File: config.mk
export PLATFORM = sky130hd
export DESIGN_NAME = ralu_sequencer
export DESIGN_NICKNAME = d
export VERILOG_FILES = /design/src/rtl/ralu_seq_pkg.sv /design/src/rtl/ralu_ctrl_decode.sv /design/src/rtl/ralu_sequencer.sv
export SDC_FILE = /design/constraint.sdc
export NUM_CORES = 1
export LEC_CHECK = 0
export BUFFER_PORTS_ARGS = -buffer_cell sky130_fd_sc_hd__buf_2
export CAP_MARGIN = 20
export CORE_MARGIN = 8
export CORE_UTILIZATION = 38
export CTS_BUF_LIST = sky130_fd_sc_hd__clkbuf_8
export CTS_CLUSTER_SIZE = 8
export DETAILED_ROUTE_END_ITERATION = 12
export MAX_ROUTING_LAYER = met4
export SLEW_MARGIN = 20
export SYNTH_ARGS = -nofsm -noshare
export SYNTH_HDL_FRONTEND = slang
export SYNTH_HIERARCHICAL = 1
export SYNTH_SLANG_ARGS = --single-unit
File: constraint.sdc
create_clock -name clock -period 2 [get_ports clock]
set_input_delay 0.4 -clock clock [delete_from_list [all_inputs] [get_ports clock]]
set_output_delay 0.4 -clock clock [all_outputs]
set_load 0.01 [all_outputs]
File: src/rtl/ralu_seq_pkg.sv
`default_nettype none
// ============================================================================
//  Module   : ralu_seq_pkg
//  Purpose  : Shared opcodes, RALU control encodings and the sequencer state
//             type used by ralu_sequencer and ralu_ctrl_decode.
//  Revision : 1.0  initial release
// ============================================================================
package ralu_seq_pkg;

  // Command opcodes (4..7 are illegal)
  localparam logic [2:0] OP_LDI = 3'd0;
  localparam logic [2:0] OP_ADD = 3'd1;
  localparam logic [2:0] OP_AND = 3'd2;
  localparam logic [2:0] OP_SHL = 3'd3;

  // ALU function select (S)
  localparam logic [3:0] S_ADD = 4'b1001;
  localparam logic [3:0] S_AND = 4'b0100;
  localparam logic [3:0] S_SHL = 4'b0101;

  // Register load enables (v)
  localparam logic [3:0] V_LDA = 4'b0001;
  localparam logic [3:0] V_LDB = 4'b0110;
  localparam logic [3:0] V_SHB = 4'b0010;

  typedef enum logic [3:0] {
    IDLE  = 4'd0,
    IMM   = 4'd1,
    LOADA = 4'd2,
    LOADB = 4'd3,
    EXEC  = 4'd4,
    SHIFT = 4'd5,
    WRITE = 4'd6,
    DONE  = 4'd7,
    ERR   = 4'd8
  } state_e;

endpackage
`default_nettype wire

File: src/rtl/ralu_ctrl_decode.sv
`default_nettype none
// ============================================================================
//  Module   : ralu_ctrl_decode
//  Purpose  : Combinational mapping from the sequencer's next state and the
//             command fields to the RALU control word for that step. The
//             result is registered by the parent so every output is a flop.
//  Ports    : nxt_state        state the sequencer enters at the next edge
//             op/src_a/src_b/dst/imm/fill  effective command fields
//             last_shift       next SHIFT step is the final one
//             data_in..v       RALU control word for the next step
//  Revision : 1.0  initial release
// ============================================================================
module ralu_ctrl_decode
  import ralu_seq_pkg::*;
#(
  parameter int DATA_W = 4,
  parameter int ADR_W  = 3
) (
  input  state_e             nxt_state,
  input  logic [2:0]         op,
  input  logic [ADR_W-1:0]   src_a,
  input  logic [ADR_W-1:0]   src_b,
  input  logic [ADR_W-1:0]   dst,
  input  logic [DATA_W-1:0]  imm,
  input  logic               fill,
  input  logic               last_shift,
  output logic [DATA_W-1:0]  data_in,
  output logic [3:0]         s,
  output logic               m,
  output logic               pin,
  output logic               isr,
  output logic               isl,
  output logic               a,
  output logic               wr,
  output logic [ADR_W-1:0]   adr,
  output logic [3:0]         v
);

  always_comb begin
    data_in = '0;
    s       = 4'b0000;
    m       = 1'b0;
    pin     = 1'b0;
    isr     = 1'b0;
    isl     = 1'b0;
    a       = 1'b0;
    wr      = 1'b0;
    adr     = '0;
    v       = 4'b0000;
    case (nxt_state)
      IMM: begin
        a       = 1'b1;
        v       = V_LDA;
        data_in = imm;
      end
      WRITE: begin
        wr  = 1'b1;
        adr = dst;
      end
      LOADA: begin
        adr = src_a;
        v   = V_LDA;
      end
      LOADB: begin
        // SHL shifts its single operand through the B path
        adr = (op == OP_SHL) ? src_a : src_b;
        v   = V_LDB;
      end
      EXEC: begin
        s   = (op == OP_AND) ? S_AND : S_ADD;
        m   = (op == OP_ADD);
        wr  = 1'b1;
        adr = dst;
      end
      SHIFT: begin
        s   = S_SHL;
        v   = V_SHB;
        isl = fill;
        isr = fill;
        if (last_shift) begin
          wr  = 1'b1;
          adr = dst;
        end
      end
      default: ;  // IDLE, DONE, ERR drive the NOP word
    endcase
  end

endmodule
`default_nettype wire

File: src/rtl/ralu_sequencer.sv
`default_nettype none
// ============================================================================
//  Module   : ralu_sequencer
//  Purpose  : Accepts one RALU command (LDI/ADD/AND/SHL) over valid/ready and
//             expands it into a fixed sequence of registered RALU control
//             words, then pulses done with a captured status bit.
//  Ports    : clock, reset (async, active high)
//             cmd_valid/cmd_ready/cmd_*   command handshake and fields
//             abort                       cancel the command in flight
//             done/err/busy/status        completion and state reporting
//             DataIn,S,M,Pin,ISR,ISL,A,wr,adr,v   RALU control word
//             Pout, OSL, OSR              RALU status inputs (OSR unused)
//  Revision : 1.0  initial release
// ============================================================================
module ralu_sequencer
  import ralu_seq_pkg::*;
#(
  parameter int DATA_W = 4,
  parameter int ADR_W  = 3
) (
  input  logic               clock,
  input  logic               reset,
  input  logic               cmd_valid,
  output logic               cmd_ready,
  input  logic [2:0]         cmd_op,
  input  logic [ADR_W-1:0]   cmd_src_a,
  input  logic [ADR_W-1:0]   cmd_src_b,
  input  logic [ADR_W-1:0]   cmd_dst,
  input  logic [DATA_W-1:0]  cmd_imm,
  input  logic               cmd_fill,
  input  logic               abort,
  output logic               done,
  output logic               err,
  output logic               busy,
  output logic               status,
  output logic [DATA_W-1:0]  DataIn,
  output logic [3:0]         S,
  output logic               M,
  output logic               Pin,
  output logic               ISR,
  output logic               ISL,
  output logic               A,
  output logic               wr,
  output logic [ADR_W-1:0]   adr,
  output logic [3:0]         v,
  input  logic               Pout,
  input  logic               OSL,
  input  logic               OSR
);

  state_e              state_q, state_d;
  logic [2:0]          op_q, op_d;
  logic [ADR_W-1:0]    src_a_q, src_a_d, src_b_q, src_b_d, dst_q, dst_d;
  logic [DATA_W-1:0]   imm_q, imm_d;
  logic                fill_q, fill_d;
  logic [1:0]          cnt_q, cnt_d;
  logic                status_q, status_d;
  logic                done_q, done_d, err_q, err_d, busy_q, busy_d;
  logic                ready_q, ready_d;
  logic                accept, last_shift;

  logic [DATA_W-1:0]   data_in_q, data_in_d;
  logic [3:0]          s_q, s_d, v_q, v_d;
  logic                m_q, m_d, pin_q, pin_d, isr_q, isr_d, isl_q, isl_d;
  logic                a_q, a_d, wr_q, wr_d;
  logic [ADR_W-1:0]    adr_q, adr_d;

  logic                unused_osr;
  assign unused_osr = OSR;

  always_comb begin
    accept   = (state_q == IDLE) && cmd_valid;
    state_d  = state_q;
    cnt_d    = cnt_q;
    status_d = status_q;
    // Fields are taken straight from the port on the accept edge so the
    // first step word can be decoded in the same cycle.
    op_d     = accept ? cmd_op    : op_q;
    src_a_d  = accept ? cmd_src_a : src_a_q;
    src_b_d  = accept ? cmd_src_b : src_b_q;
    dst_d    = accept ? cmd_dst   : dst_q;
    imm_d    = accept ? cmd_imm   : imm_q;
    fill_d   = accept ? cmd_fill  : fill_q;

    case (state_q)
      IDLE: begin
        if (accept) begin
          cnt_d = cmd_imm[1:0];
          case (cmd_op)
            OP_LDI:         state_d = IMM;
            OP_ADD, OP_AND: state_d = LOADA;
            OP_SHL:         state_d = LOADB;
            default:        state_d = ERR;
          endcase
        end
      end
      IMM:   state_d = WRITE;
      WRITE: begin
        state_d  = DONE;
        status_d = 1'b0;
      end
      LOADA: state_d = LOADB;
      LOADB: state_d = (op_q == OP_SHL) ? SHIFT : EXEC;
      EXEC: begin
        state_d  = DONE;
        status_d = Pout;
      end
      SHIFT: begin
        // Counter value 0 marks the final shift; it never wraps.
        if (cnt_q == 2'd0) begin
          state_d  = DONE;
          status_d = OSL;
        end else begin
          cnt_d = cnt_q - 2'd1;
        end
      end
      DONE:    state_d = IDLE;
      ERR:     state_d = IDLE;
      default: state_d = IDLE;
    endcase

    // Abort overrides the step transition; status is left untouched.
    if ((state_q != IDLE) && abort) begin
      state_d  = IDLE;
      status_d = status_q;
      cnt_d    = cnt_q;
    end

    last_shift = (state_d == SHIFT) && (cnt_d == 2'd0);
    done_d     = (state_d == DONE);
    err_d      = (state_d == ERR);
    busy_d     = (state_d != IDLE);
    ready_d    = (state_d == IDLE);
  end

  ralu_ctrl_decode #(
    .DATA_W (DATA_W),
    .ADR_W  (ADR_W)
  ) u_decode (
    .nxt_state  (state_d),
    .op         (op_d),
    .src_a      (src_a_d),
    .src_b      (src_b_d),
    .dst        (dst_d),
    .imm        (imm_d),
    .fill       (fill_d),
    .last_shift (last_shift),
    .data_in    (data_in_d),
    .s          (s_d),
    .m          (m_d),
    .pin        (pin_d),
    .isr        (isr_d),
    .isl        (isl_d),
    .a          (a_d),
    .wr         (wr_d),
    .adr        (adr_d),
    .v          (v_d)
  );

  always_ff @(posedge clock or posedge reset) begin
    if (reset) begin
      state_q   <= IDLE;
      op_q      <= '0;
      src_a_q   <= '0;
      src_b_q   <= '0;
      dst_q     <= '0;
      imm_q     <= '0;
      fill_q    <= 1'b0;
      cnt_q     <= 2'd0;
      status_q  <= 1'b0;
      done_q    <= 1'b0;
      err_q     <= 1'b0;
      busy_q    <= 1'b0;
      ready_q   <= 1'b1;
      data_in_q <= '0;
      s_q       <= 4'b0000;
      m_q       <= 1'b0;
      pin_q     <= 1'b0;
      isr_q     <= 1'b0;
      isl_q     <= 1'b0;
      a_q       <= 1'b0;
      wr_q      <= 1'b0;
      adr_q     <= '0;
      v_q       <= 4'b0000;
    end else begin
      state_q   <= state_d;
      op_q      <= op_d;
      src_a_q   <= src_a_d;
      src_b_q   <= src_b_d;
      dst_q     <= dst_d;
      imm_q     <= imm_d;
      fill_q    <= fill_d;
      cnt_q     <= cnt_d;
      status_q  <= status_d;
      done_q    <= done_d;
      err_q     <= err_d;
      busy_q    <= busy_d;
      ready_q   <= ready_d;
      data_in_q <= data_in_d;
      s_q       <= s_d;
      m_q       <= m_d;
      pin_q     <= pin_d;
      isr_q     <= isr_d;
      isl_q     <= isl_d;
      a_q       <= a_d;
      wr_q      <= wr_d;
      adr_q     <= adr_d;
      v_q       <= v_d;
    end
  end

  assign cmd_ready = ready_q;
  assign done      = done_q;
  assign err       = err_q;
  assign busy      = busy_q;
  assign status    = status_q;
  assign DataIn    = data_in_q;
  assign S         = s_q;
  assign M         = m_q;
  assign Pin       = pin_q;
  assign ISR       = isr_q;
  assign ISL       = isl_q;
  assign A         = a_q;
  assign wr        = wr_q;
  assign adr       = adr_q;
  assign v         = v_q;

endmodule
`default_nettype wire

Word-level counts from Yosys, hierarchy flattened
Cells that the tools add are included.
{"block": "word_totals", "reg_bits": 47, "input_bits": 24, "output_inout_bits": 26, "elab_cells": 91}
{"block": "op_classes", "n_addsub": 1, "eq_ne": 22, "mux": 30, "bitwise_logic": 1, "n_reduce_logical": 16}
{"cell": "$eq A4 B3 Y1 const B", "n": 7}
{"cell": "$mux W4", "n": 6}
{"cell": "$pmux W4 S6", "n": 1}
{"cell": "$mux W3", "n": 6}
{"cell": "$eq A4 B2 Y1 const B", "n": 4}
{"cell": "$eq A3 B2 Y1 const B", "n": 5}
{"cell": "$pmux W3 S4", "n": 1}
{"cell": "$pmux W4 S3", "n": 1}
{"cell": "$pmux W3 S3", "n": 1}
{"cell": "$eq A4 B1 Y1 const B", "n": 2}
{"cell": "$logic_not A4 Y1", "n": 2}
{"cell": "$pmux W4 S2", "n": 1}
{"cell": "$reduce_bool A4 Y1", "n": 2}
{"cell": "$reduce_or A2 Y1", "n": 4}
{"cell": "$mux W1", "n": 7}
{"cell": "$eq A3 B1 Y1 const B", "n": 2}
{"cell": "$mux W2", "n": 3}
{"cell": "$eq A4 B4 Y1 const B", "n": 1}
{"cell": "$logic_not A2 Y1", "n": 2}
{"cell": "$pmux W2 S2", "n": 1}
{"cell": "$logic_and A1 B1 Y1", "n": 3}
{"cell": "$logic_not A3 Y1", "n": 1}
{"cell": "$pmux W1 S3", "n": 1}
{"cell": "$reduce_and A3 Y1", "n": 1}
{"cell": "5 further kinds", "n": 5}

Longest topological paths before layout
Gate-level depths: netlist of run 1.
{"block": "depth", "ltp_word": 10, "mapped_depth": 10, "ltp_nobuf": 8}

Cells and area by module
Netlist of run 1, hierarchy kept.
{"mod": "ralu_sequencer", "instances": 1, "cells_per_inst": 151, "area_each_um2": 1741.7, "seq_area_each_um2": 1227.4}
{"mod": "ralu_ctrl_decode", "instances": 1, "cells_per_inst": 45, "area_each_um2": 295.3, "seq_area_each_um2": 0.0}

Worst setup path after synthesis of run 1
Ideal clock, no wire load.
{"block": "synth_timing", "path_type": "register to register", "start": "register state_q[0]", "end": "register adr_q[0], in the netlist adr[0]", "setup_time_ps": 87, "arrival_time_ps": 2121, "required_time_ps": 1913, "path_slack_ps": -207, "path_stages_with_launch": 9, "n_path_buf": 1, "period_less_slack_ps": 2207, "path_cell_list": "dfrtp_1 -> buf_2 -> and2_4 -> a2111oi_2 -> nand2_1 -> nor4_1 -> nor2b_1 -> o211ai_1 -> o211ai_1"}
{"block": "synth_via", "elab_chain_len": 9, "elab_cells_between_ends": 34, "classes_between": "eq/ne (12); mux (14); reduce/logical (8)"}
{"element": "start: declaration", "line": "ralu_sequencer.sv:51", "source": "state_e state_q, state_d;"}
{"element": "start signal: assignment", "line": "ralu_sequencer.sv:186", "source": "state_q <= state_d;"}
{"element": "$logic_not A4 Y1", "line": "ralu_sequencer.sv:72, ralu_sequencer.sv:85"}
{"element": "$logic_and A1 B1 Y1", "line": "ralu_sequencer.sv:72", "source": "accept = (state_q == IDLE) && cmd_valid;"}
{"element": "$mux W4", "line": "ralu_sequencer.sv:87", "source": "if (accept) begin"}
{"element": "$pmux W4 S6", "line": "ralu_sequencer.sv:85", "source": "case (state_q)"}
{"element": "$mux W4 *", "line": "ralu_sequencer.sv:123", "source": "if ((state_q != IDLE) && abort) begin"}
{"element": "via state_d[2]", "line": "ralu_sequencer.sv:51"}
{"element": "$eq A4 B3 Y1 *", "line": "ralu_sequencer.sv:129", "source": "last_shift = (state_d == SHIFT) && (cnt_d == 2'd0);"}
{"element": "$logic_and A1 B1 Y1 *", "line": "ralu_sequencer.sv:129"}
{"element": "via last_shift", "line": "ralu_sequencer.sv:60", "source": "logic accept, last_shift;"}
{"element": "$mux W3 *", "line": "ralu_ctrl_decode.sv:80", "source": "if (last_shift) begin"}
{"element": "$pmux W3 S4 *", "line": "ralu_ctrl_decode.sv:50", "source": "case (nxt_state)"}
{"element": "via adr_d[0]", "line": "ralu_sequencer.sv:66", "source": "logic [ADR_W-1:0] adr_q, adr_d;"}
{"element": "end signal: assignment", "line": "ralu_sequencer.sv:207", "source": "adr_q <= adr_d;"}
{"element": "end: declaration", "line": "ralu_sequencer.sv:66"}
The timed path passes the listed nets; every way through them passes the cells marked *.
A chain may end at the register's enable or synchronous reset.

Final worst setup path of run 1
{"block": "layout_timing", "start": "register state_q[0]", "end": "register adr_q[1], in the netlist adr[1]"}
The elaborated chain is that of the path after synthesis.

==> flow_metrics.py, run 1 <==
metrics = {
    "status": {
        "status": "complete, but fails checks",
        "violations": "setup timing",
    },
    "synth": {
        "synth_compound_area_share_pct": 8.11,
        "synth_area_um2": 2040,
        "ys_seq_area_share_pct": 60.3,
        "async_flop_share_pct": 100,
        "synth_top_family_by_area": "simple AND/OR/NAND/NOR gates",
        "synth-edff-count": 0,
        "synth_fa_ha_area_share_pct": 0,
        "ys_types": 41,
        "ys_ff_latch": 49,
        "synth_area_per_cell_um2": 10.4,
        "synthMuxAreaShare_pct": 0.983,
        "synth_ff_type": "dfrtp_1",
        "synthCells": 196,
        "yosys.area_share.simple_pct": 25.9,
        "synth_warnings": 6,
        "synth-xor-area-share_pct": 0.860,
    },
    "timing": {
        "layout_min_cycle_time_ns": 2.04,
        "fin_skew_ns": 0.00594,
        "worst_hold_slack_ns": 0.120,
        "drv_slew": 0,
        "hold_viol_final": 0,
        "post-route-period-util_pct": 102,
        "setup_ws_ns": -0.0370,
        "fmax_mhz": 491,
        "setup_viol": 3,
        "rsz0062_at_grt": "yes",
    },
    "setup_path": {
        "crit_required_ns": 2.17,
        "reg2reg_slack_ns": -0.04,
        "crit_buf_inv": 1,
        "slowest_delay_ns": 0.46,
        "critPathKind": "flop to flop",
        "crit_slowest_cell": "dfrtp_2",
        "worstPathCellList": "nor3b_4, nand2_1, nor3_1, o21a_2, nor4_1, nor2b_2, buf_6, o211ai_1, o211ai_1",
        "cp-end-kind": "flop",
        "worstSetupStartpointType": "flop",
        "critPathMaxFanout": 6,
        "cp_data_arrival_time_ns": 2.21,
        "crit_family": "simple AND/OR/NAND/NOR gates",
        "cp_common_cell": "o211ai_1",
    },
    "min_path": {
        "min_path_type": "input port to async pin",
    },
    "global_routing": {
        "grt.total_usage_pct": 13.6,
        "antenna_found_initial": 0,
        "grt_max_degree": 29,
        "grt_pass1_wl_um": 8020,
        "grt_overflow": 0,
        "grt_pass1_vias": 1676,
    },
    "floorplanning": {
        "core_um2": 5140,
        "pin_count": 50,
        "die_h_um": 89.2,
        "start_util_pct": 39.6,
        "die_x_um": 89.2,
        "fp.dieArea_um2": 7960,
        "row_count": 26,
    },
    "routing": {
        "drt-total-wl_um": 4730,
        "drtIter0Drc": 75,
        "drc": 0,
        "vias_per_cell": 4.67,
        "postRouteAntennaNets": 0,
        "num_vias": 1631,
        "routedWlPerCell_um": 13.6,
        "drt_pass1_iterations": 4,
    },
    "cells_and_area": {
        "finalNonFillerCells": 349,
        "syn2layout_area_growth_pct": 36.4,
        "final_core_util_pct": 54.1,
        "regArea_um2": 1230,
        "num-nets-final": 303,
        "antennaDiodeCount": 0,
        "drive_gt1_share_pct": 41.2,
        "multi_input_area_um2": 811,
        "fillers": 486,
    },
    "pwr": {
        "powerDensity_nw_per_um2": 1460,
        "p_leak_nw": 1.45,
        "ir_drop_mv": 0.505,
        "finalPower_mw": 4.06,
        "p_switching_mw": 1.48,
        "internal_power_mw": 2.58,
        "clockPowerShare_pct": 14.2,
        "swShare_pct": 36.5,
        "seqPwrFrac_pct": 36.6,
        "p_comb_share_pct": 49.2,
    },
    "place": {
        "hpwl_um": 3440,
        "dp_cells": 329,
        "io_buffers": 48,
        "place_ws_ns": -0.132,
        "gp_congestion": 0.808,
    },
    "clock_tree": {
        "ctsHoldBuffers": 0,
        "clock_sinks": 49,
        "cts_buffer_depth": 2,
        "path_clk_slew_ns": 0.09,
        "cts_tree": "built",
        "htree_levels": 2,
        "cts_inserted_buffers": 5,
        "clk_latency_ns": 0.29,
        "clock_tree.root_cell": "clkbuf_8",
    },
    "flow_run": {
        "maxCapViolations": 0,
    },
}
==> power by group through the flow <==
stage / Sequential [mW] / Clock [mW] / Combinational [mW]
3_5_place_dp: 1.49 / 0 / 1.69
2_1_floorplan: 1.55 / 0 / 0.979
4_1_cts: 1.48 / 0.600 / 1.96
3_3_place_gp: 1.49 / 0 / 1.68
6_report: 1.48 / 0.576 / 2.00
5_1_grt: 1.52 / 0.652 / 2.21
==> cell usage after synthesis (2+ instances only) <==
cell type | n | share of area (%)
nand4_1 | 3 | 0.92
buf_4 | 4 | 1.5
inv_2 | 2 | 0.37
o21ai_0 | 3 | 0.74
nor3_1 | 7 | 1.7
buf_2 | 4 | 0.98
o21a_1 | 4 | 1.5
inv_1 | 3 | 0.55
o211ai_1 | 6 | 2.2
mux2i_1 | 2 | 0.98
nor2_1 | 10 | 1.8
nor3b_1 | 3 | 1.1
nor4_1 | 2 | 0.61
clkbuf_1 | 2 | 0.37
dfrtp_1 | 48 | 59
nand3b_1 | 2 | 0.74
nand2b_1 | 2 | 0.61
nor3_2 | 2 | 0.98
and2_1 | 6 | 1.8
nand2_1 | 60 | 11
==> state kept, by name (all words and copies together) (netlist names), 2 cells and up <==
signal   count
dst_q        3
DataIn       4
op_q         3
imm_q        4
src_b_q      3
state_q      4
adr          3
cnt_q        2
v            4
src_a_q      3
S            4
==> worst register-to-register path: stages (launching register included) <==
cell	delay, ns
dfrtp_2	0.46
nor3b_4	0.26
nand2_1	0.12
nor3_1	0.21
o21a_2	0.25
nor4_1	0.07
nor2b_2	0.16
buf_6	0.12
o211ai_1	0.15
o211ai_1	0.11
==> logic make-up (layout without fill, tap and decap cells) <==
| group | count (synthesis) | after routing |
|---|---|---|
| XOR/XNOR | 2 | 2 |
| flip-flops | 49 | 49 |
| AND/OR/NAND/NOR | 107 | 107 |
| buffers and inverters | 15 | 96 |
| other | 1 | 3 |
| multiplexers | 2 | 2 |
| AO/OA/AOI/OAI | 20 | 20 |
==> what timing repair did <==
item	4_1_cts	5_1_grt
setup endpoints to repair	9	18
cloned	0	0
pin swaps	5	2
resized for setup	12	7
endpoints found under the hold margin	0	0
buffers inserted	12	3
==> metrics by stage <==
stage,setup TNS (ns),instance area (µm²)
detailed placement,-0.796,2520
global route,-1.27,2780
floorplan,0,2070
global placement,-0.693,2520
finish,-0.0947,2780
CTS,-0.113,2740
==> layout by cell type, fill, tap and decap left out, types with 3 or more instances in the layout <==
cell type / netlist / final
and2_1: 6 / 5
o211ai_1: 6 / 6
buf_6: 0 / 3
dfrtp_1: 48 / 46
inv_2: 2 / 4
buf_2: 4 / 48
nand2_1: 60 / 60
nor2_1: 10 / 10
clkbuf_8: 0 / 6
o21a_1: 4 / 3
nand4_1: 3 / 3
buf_4: 4 / 31
conb_1: 1 / 3
nor3_1: 7 / 6
==> final cells by class <==
cell class	count	area share, %
Clock inverter	1	0.270
Multi-Input combinational cell	134	29.2
Sequential cell	49	44.3
Clock buffer	6	2.97
Inverter	5	0.675
Tap cell	70	3.15
Timing Repair Buffer	84	19.5
==> metal layers <==
metal	GRT usage (%)	vias up	part of all wire, %
li1	-	811	-
met1	16.8	779	46
met2	21.3	34	48
met3	2.85	7	5.0
met4	5.29	0	1.5
met5	-	-	0
==> final timing paths <==
check                           depth (start not counted)          to       start
max in group asynchronous                               3  state_q[0]       reset
worst max register to register                          9      adr[1]  state_q[0]
worst min-delay path                                    2      adr[1]       reset
worst min register to register                          2    imm_q[3]    imm_q[3]
worst max-delay path                                    9      adr[1]  state_q[0]
min in group clock                                      3      fill_q    cmd_fill
Note: power is estimated with default switching activity, not from simulation.
==> inputs of run 2 (changes only) <==
ABC_AREA = 1   (was default)
==> flow_metrics.py, run 2 <==
metrics = {
    "routing": {
        "drc": 0,
        "routedWlPerCell_um": 12.3,
        "num_vias": 1875,
        "drtIter0Drc": 92,
        "postRouteAntennaNets": 0,
        "drt-total-wl_um": 5110,
        "vias_per_cell": 4.50,
        "drt_pass1_iterations": 5,
    },
    "timing": {
        "rsz0062_at_grt": "yes",
        "post-route-period-util_pct": 91.8,
        "fin_skew_ns": 0.00528,
        "drv_slew": 0,
        "setup_ws_ns": 0.164,
        "worst_hold_slack_ns": 0.0788,
        "finalSetupTns_ns": 0,
        "setup_viol": 0,
        "layout_min_cycle_time_ns": 1.84,
        "fmax_mhz": 545,
        "hold_viol_final": 0,
    },
    "cells_and_area": {
        "final_common_cell": "nand2_1",
        "syn2layout_area_growth_pct": 25.8,
        "final_core_util_pct": 48.5,
        "drive_gt1_share_pct": 29.2,
        "mostFrequentLayoutCells": "nand2_1, dfrtp_1, buf_2",
        "num-nets-final": 365,
        "finalInstanceArea_um2": 2820,
        "antennaDiodeCount": 0,
    },
    "floorplanning": {
        "core_um2": 5820,
        "pin_count": 50,
        "row_count": 28,
        "die_h_um": 92.9,
        "start_util_pct": 38.6,
        "fp.dieArea_um2": 8620,
        "die_x_um": 92.9,
    },
    "global_routing": {
        "grt.total_usage_pct": 12.8,
        "grt_pass1_wl_um": 8580,
        "antenna_found_initial": 0,
        "grt_max_degree": 33,
        "grt_pass1_vias": 1842,
        "grt_overflow": 0,
    },
    "flow_run": {
        "maxCapViolations": 0,
    },
    "synth": {
        "yosysTopAreaCell": "dfrtp_1",
        "synth_most_common_cell": "nand2_1",
        "synthTopCellsByCount": "nand2_1, dfrtp_1, inv_1",
        "synth_area_per_cell_um2": 8.22,
        "synth_warnings": 6,
        "synth-edff-count": 0,
        "synth_ff_type": "dfrtp_1",
        "synthCells": 273,
        "ys_types": 22,
        "async_flop_share_pct": 100,
        "synth_area_um2": 2240,
        "ys_ff_latch": 49,
        "synth_area_leaders": "dfrtp_1, nand2_1, inv_1",
        "ys_seq_area_share_pct": 54.7,
        "netlist.area_leader.share_pct": 53.5,
    },
    "setup_path": {
        "r2r-end": "adr[1]",
        "crit_required_ns": 2.19,
        "cp_common_cell": "nand2_1",
        "worstPathCellList": "nor2_4, nand2_4, nor2_8, inv_2, buf_4, nand2_1, nand2_1, nand3_2, nand2_1, nand3_1, nand3_1",
        "cp_data_arrival_time_ns": 2.02,
        "critPathMaxFanout": 11,
        "reg2reg_slack_ns": 0.16,
        "r2r_start": "state_q[3]",
        "crit_slowest_cell": "dfrtp_1",
        "critPathKind": "flop to flop",
        "worstSetupStartpointType": "flop",
        "crit_family": "simple AND/OR/NAND/NOR gates",
        "slowest_delay_ns": 0.42,
        "reg2regPathDepth": 11,
        "crit_buf_inv": 2,
        "cp-end-kind": "flop",
    },
    "clock_tree": {
        "cts_tree": "built",
        "clock_tree.root_cell": "clkbuf_8",
        "clk_latency_ns": 0.31,
        "cts_inserted_buffers": 5,
        "clock_sinks": 49,
        "cts_buffer_depth": 2,
        "htree_levels": 2,
        "path_clk_slew_ns": 0.09,
    },
    "pwr": {
        "p_leak_nw": 1.65,
        "powerDensity_nw_per_um2": 1480,
        "ir_drop_mv": 0.488,
    },
    "place": {
        "place_ws_ns": 0.0250,
        "hpwl_um": 3860,
        "placed_area_um2": 2650,
        "io_buffers": 48,
        "gp_congestion": 0.830,
    },
    "min_path": {
        "min_path_type": "input port to async pin",
    },
    "status": {
        "status": "completed",
    },
}
==> run 2: repair_timing <==
action / 4_1_cts / 5_1_grt
hold buffers: 0 / 0
endpoints found under the hold margin: 0 / 0
setup buffers: 0 / 5
setup endpoints to repair: 0 / 8
gates resized for setup: 0 / 13
==> run 2: kinds of logic after synthesis <==
kind of cell,Yosys count,share of synthesized area (%)
and+or+nand+nor,155,31.6
buffers and inverters,52,9.64
DFF,49,54.7
AOI/OAI and AO/OA,15,3.51
xor gates and xnor gates,1,0.390
other,1,0.167
==> run 2: final cells by class <==
| class | instances | area (µm²) |
|---|---|---|
| Fill cell | 607 | 2990 |
| Sequential cell | 49 | 1230 |
| Multi-Input combinational cell | 174 | 848 |
| Timing Repair Buffer | 66 | 388 |
| Inverter | 45 | 169 |
| Tap cell | 75 | 93.8 |
| Clock buffer | 6 | 82.6 |
| Clock inverter | 2 | 13.8 |
==> run 2: how the worst max path moves through the flow <==
stage / startpoint / to / slack (ns) / cells past startpoint
after floorplan: state_q[2] / adr[0] / 0.27 / 12
after global placement: cmd_valid / adr[0] / 0.04 / 15
after detailed placement: cmd_valid / adr[1] / 0.03 / 15
after CTS: state_q[0] / adr[1] / 0.03 / 13
after global routing: state_q[3] / adr[1] / -0.05 / 13
final: state_q[3] / adr[1] / 0.16 / 11
==> run 2: metal layers <==
layer	GRT usage (%)	part of all wire, %	up-vias
li1	-	-	954
met1	16.1	46	864
met2	19.7	47	53
met3	3.64	5.9	4
met4	2.95	0.70	0
met5	-	0	-
==> run 2: through the flow <==
step	total power, mW	instances
2_1_floorplan	2.77	275
3_3_place_gp	3.38	404
3_5_place_dp	3.42	404
4_1_cts	4.05	412
5_1_grt	4.54	417
6_report	4.18	417
==> run 2: power by group <==
part	switching [mW]	total [mW]	internal (mW)
Sequential	0.133	1.48	1.35
Clock	0.331	0.612	0.281
Combinational	1.33	2.08	0.757
Total	1.79	4.18	2.38
==> inputs of run 3 (changes only) <==
CORE_UTILIZATION = 50   (was 38)
PLACE_DENSITY = 0.77   (was default)
==> flow_metrics.py, run 3 (same netlist as run 2, synthesis figures left out) <==
metrics = {
    "floorplanning": {
        "die_x_um": 83,
        "row_count": 24,
        "die_h_um": 83,
        "fp.dieArea_um2": 6890,
        "core_um2": 4350,
        "start_util_pct": 51.6,
        "pin_count": 50,
    },
    "place": {
        "io_buffers": 48,
        "hpwl_um": 3670,
        "placed_area_um2": 2600,
        "gp_congestion": 0.897,
        "place_ws_ns": 0.0473,
        "dp_cells": 380,
    },
    "setup_path": {
        "cp_data_arrival_time_ns": 2.06,
        "critPathKind": "flop to flop",
        "worstPathCellList": "buf_4, inv_1, nand2_1, o21ai_0, nand2_1, nand2_1, clkinvlp_4, buf_4, nand2_4, nor2_4, nand3_1, nand3_1",
        "slowest_delay_ns": 0.42,
        "critPathMaxFanout": 5,
        "cp-end-kind": "flop",
        "crit_required_ns": 2.19,
        "crit_slowest_cell": "dfrtp_1",
        "worstSetupStartpointType": "flop",
        "cp_common_cell": "nand2_1",
    },
    "cells_and_area": {
        "num-nets-final": 366,
        "syn2layout_area_growth_pct": 26.3,
        "antennaDiodeCount": 0,
        "final_common_cell": "nand2_1",
        "finalNonFillerCells": 395,
        "drive_gt1_share_pct": 30.3,
        "final_core_util_pct": 65.1,
        "mostFrequentLayoutCells": "nand2_1, dfrtp_1, buf_2",
        "fillers": 366,
        "finalInstanceArea_um2": 2830,
    },
    "timing": {
        "worst_hold_slack_ns": 0.0452,
        "fin_skew_ns": 0.00965,
        "fmax_mhz": 535,
        "setup_viol": 0,
        "post-route-period-util_pct": 93.4,
        "setup_ws_ns": 0.131,
        "hold_viol_final": 0,
        "layout_min_cycle_time_ns": 1.87,
        "drv_slew": 0,
    },
    "global_routing": {
        "antenna_found_initial": 0,
        "grt_overflow": 0,
        "grt_pass1_vias": 1909,
        "grt_max_degree": 18,
        "grt.total_usage_pct": 14.7,
        "grt_pass1_wl_um": 8350,
    },
    "clock_tree": {
        "cts_tree": "built",
        "cts_buffer_depth": 2,
        "path_clk_slew_ns": 0.09,
        "clock_sinks": 49,
        "clk_latency_ns": 0.31,
        "htree_levels": 2,
        "cts_inserted_buffers": 5,
        "clock_tree.root_cell": "clkbuf_8",
    },
    "pwr": {
        "ir_drop_mv": 0.766,
        "p_leak_nw": 1.66,
        "powerDensity_nw_per_um2": 1520,
    },
    "status": {
        "status": "completed",
    },
    "flow_run": {
        "maxCapViolations": 0,
    },
    "routing": {
        "drt_pass1_iterations": 5,
        "drc": 0,
        "drt-total-wl_um": 4910,
        "vias_per_cell": 4.79,
        "drtIter0Drc": 71,
        "routedWlPerCell_um": 12.4,
        "num_vias": 1891,
        "postRouteAntennaNets": 0,
    },
    "min_path": {
        "min_path_type": "input port to async pin",
    },
}
==> run 3: cell types whose count changed in the layout (fill, tap and decap cells not counted), moves of 2 or more <==
cell,before,now
o21ai_1,3,1
nor2_2,2,4
buf_4,17,19
nor2_1,23,21
==> run 3: final timing paths <==
kind,startpoint,slack [ns],cells past startpoint,end
min,reset,0.05,2,state_q[3]
max,state_q[2],0.13,12,adr[0]
min reg2reg,src_b_q[0],0.48,2,src_b_q[0]
max in group asynchronous,reset,1.36,3,cmd_ready
max reg2reg,state_q[2],0.13,12,adr[0]
min in group clock,cmd_src_b[0],0.32,3,src_b_q[0]
==> run 3: through the flow <==
stage	power [mW]	setup TNS, ns
finish	4.32	0
CTS	4.08	0
floorplan	2.77	0
global route	4.67	-0.0647
global placement	3.31	0
detailed placement	3.36	0
==> run 3: repair_timing <==
item	CTS	global route
resized for setup	0	18
setup buffers	0	7
endpoints found under the setup margin	0	12
hold buffers	0	0
==> run 3: layer usage <==
| layer | global-route usage (%) | vias to the layer above | routed length, µm |
|---|---|---|---|
| met5 | - | - | 0 |
| met4 | 5.27 | 0 | 66 |
| met3 | 4.79 | 8 | 281 |
| met2 | 23.8 | 55 | 2430 |
| met1 | 16.6 | 869 | 2130 |
| li1 | - | 959 | - |
==> run 3: where the power goes <==
| part | internal [mW] | switching, mW | total (mW) |
|---|---|---|---|
| clock network | 0.403 | 0.315 | 0.717 |
| logic | 0.769 | 1.36 | 2.13 |
| registers | 1.35 | 0.129 | 1.47 |
==> run 3: cell type report <==
type                    count  area (µm²)  share of cell area, %
clock buffers               6        82.6                   2.91
clock inverters             2        33.8                   1.19
inverters                  45         173                   6.09
multi-input cells         174         870                   30.7
flip-flops and latches     49        1230                   43.3
well taps                  52        65.1                   2.30
repair buffers             67         383                   13.5
==> run 3: critical path: cells and delay by family, from the launching register on <==
| family | cells | cell delay [ns] |
|---|---|---|
| DFF | 1 | 0.42 |
| AOI/OAI and AO/OA | 1 | 0.16 |
| buffers and inverters | 4 | 0.61 |
| and+or+nand+nor | 7 | 0.59 |
